===== src/rtl/jk_pkg.sv =====
// Shared mode and JK-encoding constants for the JK-cell counter bank.
package jk_pkg;

    typedef logic [1:0] mode_t;

    localparam mode_t MODE_HOLD = 2'b00;
    localparam mode_t MODE_UP   = 2'b01;
    localparam mode_t MODE_DOWN = 2'b10;
    localparam mode_t MODE_JK   = 2'b11;

    // Encoded as {j, k}
    localparam logic [1:0] JK_HOLD = 2'b00;
    localparam logic [1:0] JK_SET  = 2'b10;
    localparam logic [1:0] JK_CLR  = 2'b01;
    localparam logic [1:0] JK_TOG  = 2'b11;

    function automatic logic jk_next(input logic q, input logic j, input logic k);
        logic r;
        case ({j, k})
            JK_SET:  r = 1'b1;
            JK_CLR:  r = 1'b0;
            JK_TOG:  r = ~q;
            default: r = q;
        endcase
        return r;
    endfunction

endpackage


===== src/rtl/jk_cell.sv =====
// Single-bit JK flip-flop with clock enable and synchronous active-high reset.
module jk_cell
    import jk_pkg::*;
(
    input  logic clk,
    input  logic rst,
    input  logic ce,
    input  logic j,
    input  logic k,
    output logic q
);

    always_ff @(posedge clk) begin
        if (rst) begin
            q <= 1'b0;
        end else if (ce) begin
            q <= jk_next(q, j, k);
        end
    end

endmodule


===== src/rtl/jk_mode_counter.sv =====
// WIDTH-bit bank of JK cells run as raw flip-flops or as a modulo up/down counter.
// Define JK_MODE_COUNTER_SAT_EN to saturate at the limits instead of wrapping.
module jk_mode_counter
    import jk_pkg::*;
#(
    parameter int unsigned WIDTH   = 4,
    parameter int unsigned MOD_MAX = 2 ** WIDTH - 1,
    parameter int unsigned WRAP_W  = 8
) (
    input  logic              clk,
    input  logic              rst,
    input  logic              en,
    input  logic [1:0]        mode,
    input  logic [WIDTH-1:0]  j,
    input  logic [WIDTH-1:0]  k,
    output logic [WIDTH-1:0]  q,
    output logic [WIDTH-1:0]  qn,
    output logic              tc,
    output logic [WRAP_W-1:0] wrap_cnt
);

    localparam logic [WIDTH-1:0] MAX_Q = WIDTH'(MOD_MAX);

    logic [WIDTH-1:0]  jv, kv;
    logic [WIDTH-1:0]  t_up, t_dn;
    logic              hit;
    logic              tc_q;
    logic [WRAP_W-1:0] wrap_q;

    // Toggle terms from a mask of the lower bits, avoiding a combinational chain.
    always_comb begin
        logic [WIDTH-1:0] lo;
        t_up = '0;
        t_dn = '0;
        for (int i = 0; i < WIDTH; i++) begin
            lo      = (WIDTH'(1) << i) - WIDTH'(1);
            t_up[i] = &(q | ~lo);
            t_dn[i] = &(~q | ~lo);
        end
    end

    always_comb begin
        jv  = '0;
        kv  = '0;
        hit = 1'b0;
        unique case (mode)
            MODE_HOLD: begin
            end
            MODE_UP: begin
                if (q > MAX_Q) begin
                    kv = '1;
                end else if (q == MAX_Q) begin
                    hit = 1'b1;
`ifndef JK_MODE_COUNTER_SAT_EN
                    kv  = '1;
`endif
                end else begin
                    jv = t_up;
                    kv = t_up;
                end
            end
            MODE_DOWN: begin
                if (q > MAX_Q) begin
                    jv = MAX_Q;
                    kv = ~MAX_Q;
                end else if (q == '0) begin
                    hit = 1'b1;
`ifndef JK_MODE_COUNTER_SAT_EN
                    jv  = MAX_Q;
                    kv  = ~MAX_Q;
`endif
                end else begin
                    jv = t_dn;
                    kv = t_dn;
                end
            end
            MODE_JK: begin
                jv = j;
                kv = k;
            end
            default: begin
            end
        endcase
    end

    for (genvar i = 0; i < WIDTH; i++) begin : g_cell
        jk_cell u_cell (
            .clk (clk),
            .rst (rst),
            .ce  (en),
            .j   (jv[i]),
            .k   (kv[i]),
            .q   (q[i])
        );
    end

    always_ff @(posedge clk) begin
        if (rst) begin
            tc_q   <= 1'b0;
            wrap_q <= '0;
        end else begin
            tc_q <= en & hit;
            if (en && hit) begin
                wrap_q <= wrap_q + 1'b1;
            end
        end
    end

    assign qn       = ~q;
    assign tc       = tc_q;
    assign wrap_cnt = wrap_q;

endmodule


===== config.mk =====
export PLATFORM = sky130hd
export DESIGN_NAME = jk_mode_counter
export DESIGN_NICKNAME = d
export VERILOG_FILES = /design/src/rtl/jk_pkg.sv /design/src/rtl/jk_cell.sv /design/src/rtl/jk_mode_counter.sv
export SDC_FILE = /design/constraint.sdc
export NUM_CORES = 1
export LEC_CHECK = 0
export CAP_MARGIN = 20
export CELL_PAD_IN_SITES_DETAIL_PLACEMENT = 1
export CELL_PAD_IN_SITES_GLOBAL_PLACEMENT = 2
export CORE_ASPECT_RATIO = 1.25
export CORE_MARGIN = 3
export CORE_UTILIZATION = 27
export DETAILED_ROUTE_END_ITERATION = 7
export PLACE_DENSITY_LB_ADDON = 0.1
export SYNTH_ARGS = -nofsm -noshare
export SYNTH_HDL_FRONTEND = slang
export SYNTH_SLANG_ARGS = --single-unit

===== constraint.sdc =====
create_clock -name clk -period 2.7 [get_ports clk]
set_input_delay 0.54 -clock clk [delete_from_list [all_inputs] [get_ports clk]]
set_output_delay 0.54 -clock clk [all_outputs]
set_load 0.02 [all_outputs]

==> results by group, run 1 <==
Timing
  • Clock Skews: 3.09 ps
  • Fmax: 0.439 GHz
  • Slew headroom: 67.7%
  • Slew Limit Fails: 0
  • Minimum clock period: 2280 ps
  • Final hold vios: 0
  • Worst-Margin Slew: 482 ps
  • Setup TNS Final: 0 ps
  • Setup violators final: 0
  • Final worst-path cycle share: 84.3%
  • RSZ-0062 raised after global routing: false
  • Hold Slack: 515 ps

Logic synthesis
  • EDFF count, synth: 0
  • Yosys Warn Count: 0
  • Netlist cell types: 41
  • Async SR Flop Fraction: 0%
  • Ys flop type: dfxtp_1
  • Syn Std Cell Area: 910 um2
  • Syn nets: 124
  • Top post-synthesis cells by area: dfxtp_1 (29%), ha_1 (6.9%), a21oi_1 (4.4%)
  • Leading area contributor after synthesis: dfxtp_1
  • Synth top area share: 28.6%
  • Gate Count Post-Synth: 106
  • Seq/Total Area, Yosys: 28.6%
  • FF+latch count, synth: 13
  • Avg Inst Size Synth: 8.58 um2

Routing
  • DRT antenna net count: 0
  • DR vias/cell: 5.20
  • Vias: 868
  • TritonRoute pass-1 iters: 2
  • DRT iter0 DRCs: 18
  • # DRC: 0
  • Routed WL: 2270 um
  • Wire length per cell: 13.6 um

Critical path
  • CP arrival: 2440 ps
  • Critical Path RT: 2860 ps
  • CP max-delay cell: clkdlybuf4s50_1
  • Critical path endpoint category: flip-flop
  • Max incr delay on CP: 550 ps
  • Critical Path Source Type: primary input
  • Delay-heaviest family, CP: simple AND/OR/NAND/NOR gates
  • R2R setup slack: 920 ps
  • Largest fanout on the critical path: 5
  • Critical Path, Cell by Cell: clkdlybuf4s50_1 > inv_1 > ha_1 > and2_1 > nand4_1 > or3b_1 > mux2_4
  • Crit Path Category: in -> reg
  • CP Buf/Inv Count: 2

Clocking
  • CTS Root Cell: clkbuf_4
  • CTS buffer count: 3
  • Clock slew at reported path FFs: 80 ps
  • Post-CTS setup buffer count: 0
  • H-tree levels: 1
  • Post-CTS sizing: 0
  • Post-CTS Hold Buffers: 0
  • Clock sink count: 13
  • CTS max path bufs: 2
  • TritonCTS clock tree: yes
  • Clk_lat worst skew: 270 ps

Place
  • DP Area: 1200 um2
  • GP Congestion: 0.728
  • # port buffers: 29
  • Placed Instances: 163
  • DP HPWL: 1830 um

Final layout
  • Layout Cells excl Fill: 167
  • Share of layout cells above drive strength 1: 10.7%
  • Filler cells: 377
  • Fin nets: 150
  • Antenna cell count: 0
  • Most common cell after layout, fill and taps aside: clkdlybuf4s50_1
  • Most frequent cells in the layout: clkdlybuf4s50_1 (29), dfxtp_1 (13), nor2_1 (9)
  • Fin area: 1230 um2
  • Area growth, synth to finish: 34.9%

GRT
  • Grt met2 use: 22.2%
  • M1 GR Usage: 13.5%
  • Vias in the first global route: 891
  • GR peak layer: met2
  • GRT Total Usage: 12.0%
  • Initial antenna violation count: 0
  • GR Util met3: 2.01%
  • First-pass GRT wire length: 3990 um
  • Total global routing overflow: 0
  • Pin count of the biggest net entering global routing: 13

Floorplan
  • DIE WIDTH: 57.9 um
  • Die area: 4110 um2
  • Initial Util: 29.5%
  • Number of cell rows: 22
  • Core area: 3080 um2
  • I/O pin count: 30
  • Chip Height: 70.9 um

Power and ir drop
  • Max VDD drop: 0.139 mV
  • Leakage power: 0.468 nW
  • Final Total Pwr: 0.462 mW
  • Power per cell area: 376 nW/um2

Run
  • Max-cap violations: 0

Outcome
  • Status: finished, final reports clean

Hold path
  • Hold Crit Class: reg -> reg
-- sequential cells by signal, indices dropped and copies added, names as in the netlist --
| name | cells |
|---|---|
| wrap_cnt | 8 |
| g_cell.u_cell.q | 4 |
| tc | 1 |
-- path summary, 6_finish.rpt --
| path | start | to | cells after the start |
|---|---|---|---|
| max | mode[1] | wrap_cnt[6] | 7 |
| min reg2reg | wrap_cnt[7] | wrap_cnt[7] | 2 |
| min | wrap_cnt[7] | wrap_cnt[7] | 2 |
| max reg2reg | g_cell[1].u_cell.q | wrap_cnt[6] | 4 |
-- area by class of cell --
class,count,area (um2),share of cell area (%)
timing repair buffer,32,313,25.5
inverter,7,26.3,2.14
clock buffer,4,26.3,2.14
tap,36,45.0,3.67
multi-input combinational,75,557,45.4
sequential,13,260,21.2
-- metrics by stage --
stage	utilization [%]	setup slack (ps)
detailed placement	39.0	125
finish	39.8	424
global route	39.8	342
global placement	39.0	188
floorplan	-	825
CTS	39.8	418
-- cells in the mapped netlist (2+ instances only) --
library cell and n:
inv_1 7, buf_4 4, clkbuf_1 4, dfxtp_1 13
ha_1 5, nor2b_1 5, nand2_1 7, o211ai_1 2
a21oi_1 8, nand2b_1 3, nand4_1 3, nor2_1 9
o311ai_0 2, a311oi_1 4, a31o_2 2, and2_1 2
nand3_1 2
-- per-layer routing --
layer  share of wire, %  vias to the layer above
met2                 52                       23
met5                  0                        -
met4                1.0                        0
met3                4.9                        2
li1                   -                      433
met1                 42                      410
-- where the power goes --
part / internal [mW] / switching (mW) / leakage, nW
sequential: 0.198 / 0.0198 / 0.105
clock: 0.0572 / 0.0636 / 0.0150
combinational: 0.0639 / 0.0590 / 0.347
-- worst min-delay path, stage by stage (launching register included) --
cell	delay, ps
dfxtp_1	340
o31ai_1	70
a21oi_1	60
-- kinds of logic (layout without fill, tap and decap cells) --
kind of cell,after synthesis,count (layout),synth area share [%]
AND/OR/NAND/NOR,39,39,26.3
flip-flops,13,13,28.6
AO/OA/AOI/OAI,27,27,23.1
buffers and inverters,18,43,10.2
multiplexers,3,3,3.99
adder cells (fa/ha/maj),5,5,6.88
XOR/XNOR,1,1,0.963
Note: power is estimated with default switching activity, not from simulation.
==> inputs of run 2 (changes only) <==
--- a/config.mk
+++ b/config.mk
@@ -10,7 +10,7 @@
 export CELL_PAD_IN_SITES_GLOBAL_PLACEMENT = 2
 export CORE_ASPECT_RATIO = 1.25
 export CORE_MARGIN = 3
-export CORE_UTILIZATION = 27
+export CORE_UTILIZATION = 23
 export DETAILED_ROUTE_END_ITERATION = 7
 export PLACE_DENSITY_LB_ADDON = 0.1
 export SYNTH_ARGS = -nofsm -noshare
==> constraint.sdc (replaced) <==
create_clock -name clk -period 2 [get_ports clk]
set_input_delay 0.4 -clock clk [delete_from_list [all_inputs] [get_ports clk]]
set_output_delay 0.4 -clock clk [all_outputs]
set_load 0.02 [all_outputs]
==> results by group, run 2 (same netlist as run 1, synthesis figures left out) <==
Routing
  • # DRC: 0 (unchanged)
  • Wire length per cell: 13.1 um (was 13.6 um)
  • DR vias/cell: 4.60 (was 5.20)
  • TritonRoute pass-1 iters: 2 (unchanged)
  • DRT iter0 DRCs: 23 (was 18)
  • Routed WL: 2510 um (was 2270 um)
  • DRT antenna net count: 0 (unchanged)
  • Vias: 883 (was 868)

Power and ir drop
  • Leakage power: 0.520 nW (was 0.468 nW)
  • Final Total Pwr: 0.715 mW (was 0.462 mW)
  • Max VDD drop: 0.122 mV (was 0.139 mV)
  • Power per cell area: 531 nW/um2 (was 376 nW/um2)

Place
  • # port buffers: 29 (unchanged)
  • Place WS: -369 ps (was 125 ps)
  • Placed Instances: 188 (was 163)
  • DP Area: 1290 um2 (was 1200 um2)
  • DP HPWL: 2040 um (was 1830 um)
  • GP Congestion: 0.738 (was 0.728)

Floorplan
  • Core area: 3630 um2 (was 3080 um2)
  • Die area: 4750 um2 (was 4110 um2)
  • Number of cell rows: 24 (was 22)
  • DIE WIDTH: 62.3 um (was 57.9 um)
  • Initial Util: 25.0% (was 29.5%)
  • I/O pin count: 30 (unchanged)
  • Chip Height: 76.3 um (was 70.9 um)

Final layout
  • Fin nets: 159 (was 150)
  • Fin area: 1350 um2 (was 1230 um2)
  • Layout Cells excl Fill: 192 (was 167)
  • Most common cell after layout, fill and taps aside: clkdlybuf4s50_1 (unchanged)
  • Share of layout cells above drive strength 1: 19.3% (was 10.7%)
  • Final Core Density: 37.0% (was 39.8%)
  • Antenna cell count: 0 (unchanged)
  • Most frequent cells in the layout: clkdlybuf4s50_1 (27), dfxtp_1 (12), buf_4 (12) (was clkdlybuf4s50_1 (29), dfxtp_1 (13), nor2_1 (9))
  • Max reg flops: 8 (unchanged)
  • Area growth, synth to finish: 47.9% (was 34.9%)

Timing
  • Setup violators final: 0 (unchanged)
  • Final worst-path cycle share: 93.9%
  • Final hold vios: 0 (unchanged)
  • Slew headroom: 74.4% (was 67.7%)
  • Slew Limit Fails: 0 (unchanged)
  • Worst-Margin Slew: 384 ps (was 482 ps)
  • Hold Slack: 481 ps (was 515 ps)
  • RSZ-0062 raised after global routing: false (unchanged)
  • Final WS setup: 122 ps (was 424 ps)
  • Clock Skews: 1.29 ps (was 3.09 ps)
  • Setup TNS Final: 0 ps (unchanged)
  • Fmax: 0.532 GHz
  • Minimum clock period: 1880 ps

GRT
  • Vias in the first global route: 889 (was 891)
  • Total global routing overflow: 0 (unchanged)
  • Initial antenna violation count: 0 (unchanged)
  • GRT Total Usage: 10.8% (was 12.0%)
  • Pin count of the biggest net entering global routing: 15 (was 13)
  • First-pass GRT wire length: 4180 um (was 3990 um)

Clocking
  • CTS max path bufs: 2 (unchanged)
  • Clock slew at reported path FFs: 60 ps (was 80 ps)
  • TritonCTS clock tree: yes (unchanged)
  • CTS buffer count: 3 (unchanged)
  • Clk_lat worst skew: 240 ps (was 270 ps)
  • Post-CTS setup buffer count: 0 (unchanged)
  • H-tree levels: 1 (unchanged)
  • Clock sink count: 13 (unchanged)
  • CTS Root Cell: clkbuf_8 (was clkbuf_4)
  • Post-CTS Hold Buffers: 0 (unchanged)

Critical path
  • Critical Path Source Type: flip-flop (was primary input)
  • Largest fanout on the critical path: 9 (was 5)
  • Critical Path RT: 1600 ps (was 2860 ps)
  • CP max-delay cell: clkdlybuf4s50_1 (unchanged)
  • CP arrival: 1480 ps (was 2440 ps)
  • CP Buf/Inv Count: 1 (was 2)
  • Critical Path, Cell by Cell: clkdlybuf4s50_1 (was clkdlybuf4s50_1 > inv_1 > ha_1 > and2_1 > nand4_1 > or3b_1 > mux2_4)
  • Max incr delay on CP: 690 ps (was 550 ps)
  • Delay-heaviest family, CP: buffers and inverters (was simple AND/OR/NAND/NOR gates)
  • Crit Path Category: reg -> out (was in -> reg)
  • Critical path endpoint category: primary output (was flip-flop)

Hold path
  • Hold Crit Class: reg -> reg (unchanged)

Outcome
  • Status: finished, final reports clean (unchanged)

Run
  • Max-cap violations: 0 (unchanged)
## run 2: area by class of cell
class                      count  area (um2)
timing repair buffer          41         378
clock buffer                   4        45.0
multi-input combinational     75         569
inverter                       7        26.3
sequential                    13         262
fill                         438        2290
tap                           52        65.1
## run 2: routing by layer
| layer | global-route usage (%) | up-vias | routed length, um |
|---|---|---|---|
| met1 | 12.1 | 406 | 1090 |
| met3 | 1.62 | 4 | 99 |
| met4 | 5.30 | 0 | 41 |
| met5 | 0 | - | 0 |
| li1 | - | 449 | - |
| met2 | 19.5 | 24 | 1270 |
## run 2: worst paths after layout
check	start	endpoint	slack, ps	cells after the start
setup / recovery	g_cell[2].u_cell.q	q[2]	120	1
hold / removal	wrap_cnt[7]	wrap_cnt[7]	480	2
setup reg to reg	g_cell[2].u_cell.q	wrap_cnt[6]	330	4
hold reg to reg	wrap_cnt[7]	wrap_cnt[7]	480	2
## run 2: worst reg2reg max path: stages, from the launching register on
cell and delay (ps):
dfxtp_1 550, nand4_4 160, a2bb2oi_2 180, or3b_1 370, mux2_4 300
## run 2: where the power goes
| part | total, mW | internal, mW | switching [mW] |
|---|---|---|---|
| clock network | 0.234 | 0.141 | 0.0936 |
| logic | 0.185 | 0.0988 | 0.0861 |
| registers | 0.295 | 0.269 | 0.0264 |
| total | 0.715 | 0.508 | 0.206 |
## run 2: timing repair
item / CTS / global route
pin swaps: 1 / 0
gates resized for setup: 5 / 1
setup endpoints to repair: 3 / 2
cloned: 0 / 0
==> inputs of run 3 (changes only) <==
--- a/config.mk
+++ b/config.mk
@@ -10,7 +10,7 @@
 export CELL_PAD_IN_SITES_GLOBAL_PLACEMENT = 2
 export CORE_ASPECT_RATIO = 1.25
 export CORE_MARGIN = 3
-export CORE_UTILIZATION = 23
+export CORE_UTILIZATION = 25
 export DETAILED_ROUTE_END_ITERATION = 7
 export PLACE_DENSITY_LB_ADDON = 0.1
 export SYNTH_ARGS = -nofsm -noshare
==> constraint.sdc (replaced) <==
create_clock -name clk -period 1.9 [get_ports clk]
set_input_delay 0.38 -clock clk [delete_from_list [all_inputs] [get_ports clk]]
set_output_delay 0.38 -clock clk [all_outputs]
set_load 0.02 [all_outputs]
==> results by group, run 3 (same netlist as run 1, synthesis figures left out) <==
Floorplan
  • Core area: 3340 um2 (was 3630 um2)
  • Number of cell rows: 23 (was 24)
  • DIE WIDTH: 60.0 um (was 62.3 um)
  • Die area: 4400 um2 (was 4750 um2)
  • Initial Util: 27.2% (was 25.0%)
  • Chip Height: 73.4 um (was 76.3 um)
  • I/O pin count: 30 (unchanged)

Power and ir drop
  • Leakage power: 0.532 nW (was 0.520 nW)
  • Power per cell area: 570 nW/um2 (was 531 nW/um2)
  • Final Total Pwr: 0.764 mW (was 0.715 mW)
  • Max VDD drop: 0.423 mV (was 0.122 mV)

GRT
  • Total global routing overflow: 0 (unchanged)
  • Vias in the first global route: 954 (was 889)
  • Pin count of the biggest net entering global routing: 15 (unchanged)
  • First-pass GRT wire length: 4440 um (was 4180 um)
  • GRT Total Usage: 13.0% (was 10.8%)
  • Initial antenna violation count: 0 (unchanged)

Timing
  • Final worst-path cycle share: 95.8%
  • Setup violators final: 0 (unchanged)
  • Final WS setup: 79.4 ps (was 122 ps)
  • Slew Limit Fails: 0 (unchanged)
  • Setup TNS Final: 0 ps (unchanged)
  • Final hold vios: 0 (unchanged)
  • Minimum clock period: 1820 ps
  • Clock Skews: 4.48 ps (was 1.29 ps)
  • Fmax: 0.549 GHz
  • Worst-Margin Slew: 340 ps (was 384 ps)
  • RSZ-0062 raised after global routing: false (unchanged)
  • Slew headroom: 77.1% (was 74.4%)

Critical path
  • Worst path depth: 1 (unchanged)
  • Reg2Reg Depth: 4 (unchanged)
  • CP Buf/Inv Count: 1 (unchanged)
  • R2R setup slack: 240 ps (was 330 ps)
  • Max incr delay on CP: 670 ps (was 690 ps)
  • Critical path endpoint category: primary output (unchanged)
  • CP max-delay cell: clkdlybuf4s50_1 (unchanged)
  • Crit Path Category: reg -> out (unchanged)
  • Critical Path, Cell by Cell: clkdlybuf4s50_1 (unchanged)
  • Critical Path RT: 1520 ps (was 1600 ps)
  • Delay-heaviest family, CP: buffers and inverters (unchanged)
  • CP arrival: 1440 ps (was 1480 ps)
  • Largest fanout on the critical path: 6 (was 9)
  • Critical Path Source Type: flip-flop (unchanged)

Hold path
  • Cells on Worst Hold Path: 2 (unchanged)
  • Hold Crit Class: reg -> reg (unchanged)

Final layout
  • Fin nets: 161 (was 159)
  • Area growth, synth to finish: 47.5% (was 47.9%)
  • Max reg flops: 8 (unchanged)
  • Layout Cells excl Fill: 179 (was 192)
  • Share of layout cells above drive strength 1: 21.8% (was 19.3%)
  • Antenna cell count: 0 (unchanged)
  • Fin area: 1340 um2 (was 1350 um2)
  • Most common cell after layout, fill and taps aside: clkdlybuf4s50_1 (unchanged)
  • Most frequent cells in the layout: clkdlybuf4s50_1 (27), buf_4 (14), dfxtp_1 (11) (was clkdlybuf4s50_1 (27), dfxtp_1 (12), buf_4 (12))

Routing
  • DR vias/cell: 5.12 (was 4.60)
  • DRT iter0 DRCs: 14 (was 23)
  • Routed WL: 2600 um (was 2510 um)
  • DRT antenna net count: 0 (unchanged)
  • # DRC: 0 (unchanged)
  • TritonRoute pass-1 iters: 2 (unchanged)
  • Wire length per cell: 14.5 um (was 13.1 um)
  • Vias: 916 (was 883)

Outcome
  • Status: finished, final reports clean (unchanged)

Clocking
  • TritonCTS clock tree: yes (unchanged)
  • CTS Root Cell: clkbuf_8 (unchanged)
  • CTS buffer count: 3 (unchanged)
  • Clk_lat worst skew: 250 ps (was 240 ps)
  • CTS max path bufs: 2 (unchanged)
  • Post-CTS Hold Buffers: 0 (unchanged)
  • Clock sink count: 13 (unchanged)
  • Clock slew at reported path FFs: 60 ps (about the same)
  • H-tree levels: 1 (unchanged)
  • Post-CTS setup buffer count: 0 (unchanged)

Run
  • Max-cap violations: 0 (unchanged)

Place
  • # port buffers: 29 (unchanged)
  • DP Area: 1280 um2 (was 1290 um2)
  • GP Congestion: 0.704 (was 0.738)
  • Place WS: -490 ps (was -369 ps)
  • DP HPWL: 2110 um (was 2040 um)
  • Placed Instances: 175 (was 188)
## run 3: what timing repair did
action / 4_1_cts / 5_1_grt
pin swaps: 1 / 0
gates resized for setup: 6 / 3
setup endpoints to repair: 11 / 4
## run 3: through the flow
stage / util (%) / hold slack, ps
after floorplan: - / 496
after global placement: 38.5 / 477
after detailed placement: 38.5 / 483
after CTS: 40.3 / 491
after global routing: 40.2 / 534
final: 40.2 / 485
## run 3: path summary, 6_finish.rpt
check	from	endpoint
max	g_cell[3].u_cell.q	q[3]
min	wrap_cnt[7]	wrap_cnt[7]
max reg2reg	g_cell[3].u_cell.q	wrap_cnt[6]
min reg2reg	wrap_cnt[7]	wrap_cnt[7]
## run 3: where the power goes
group / internal, mW / switching (mW) / total (mW)
Clock: 0.148 / 0.103 / 0.251
Sequential: 0.284 / 0.0235 / 0.307
Combinational: 0.109 / 0.0969 / 0.206
## run 3: layout make-up
cell class	count	area (um2)
inverter	7	26.3
clock buffer	4	45.0
multi-input combinational	75	572
sequential	13	263
fill	408	2000
timing repair buffer	43	389
tap	37	46.3
## run 3: worst min-delay path, stage by stage, from the launching register on
cell	delay (ps)
dfxtp_1	320
o31ai_1	70
a21oi_1	50
## run 3: layer usage
layer  wire, um  vias to the layer above  track usage [%]
met4         41                        0             5.17
met1       1070                      439             14.7
met3        104                        4             1.58
met5          0                        -                0
met2       1390                       21             23.8
li1           -                      452                -
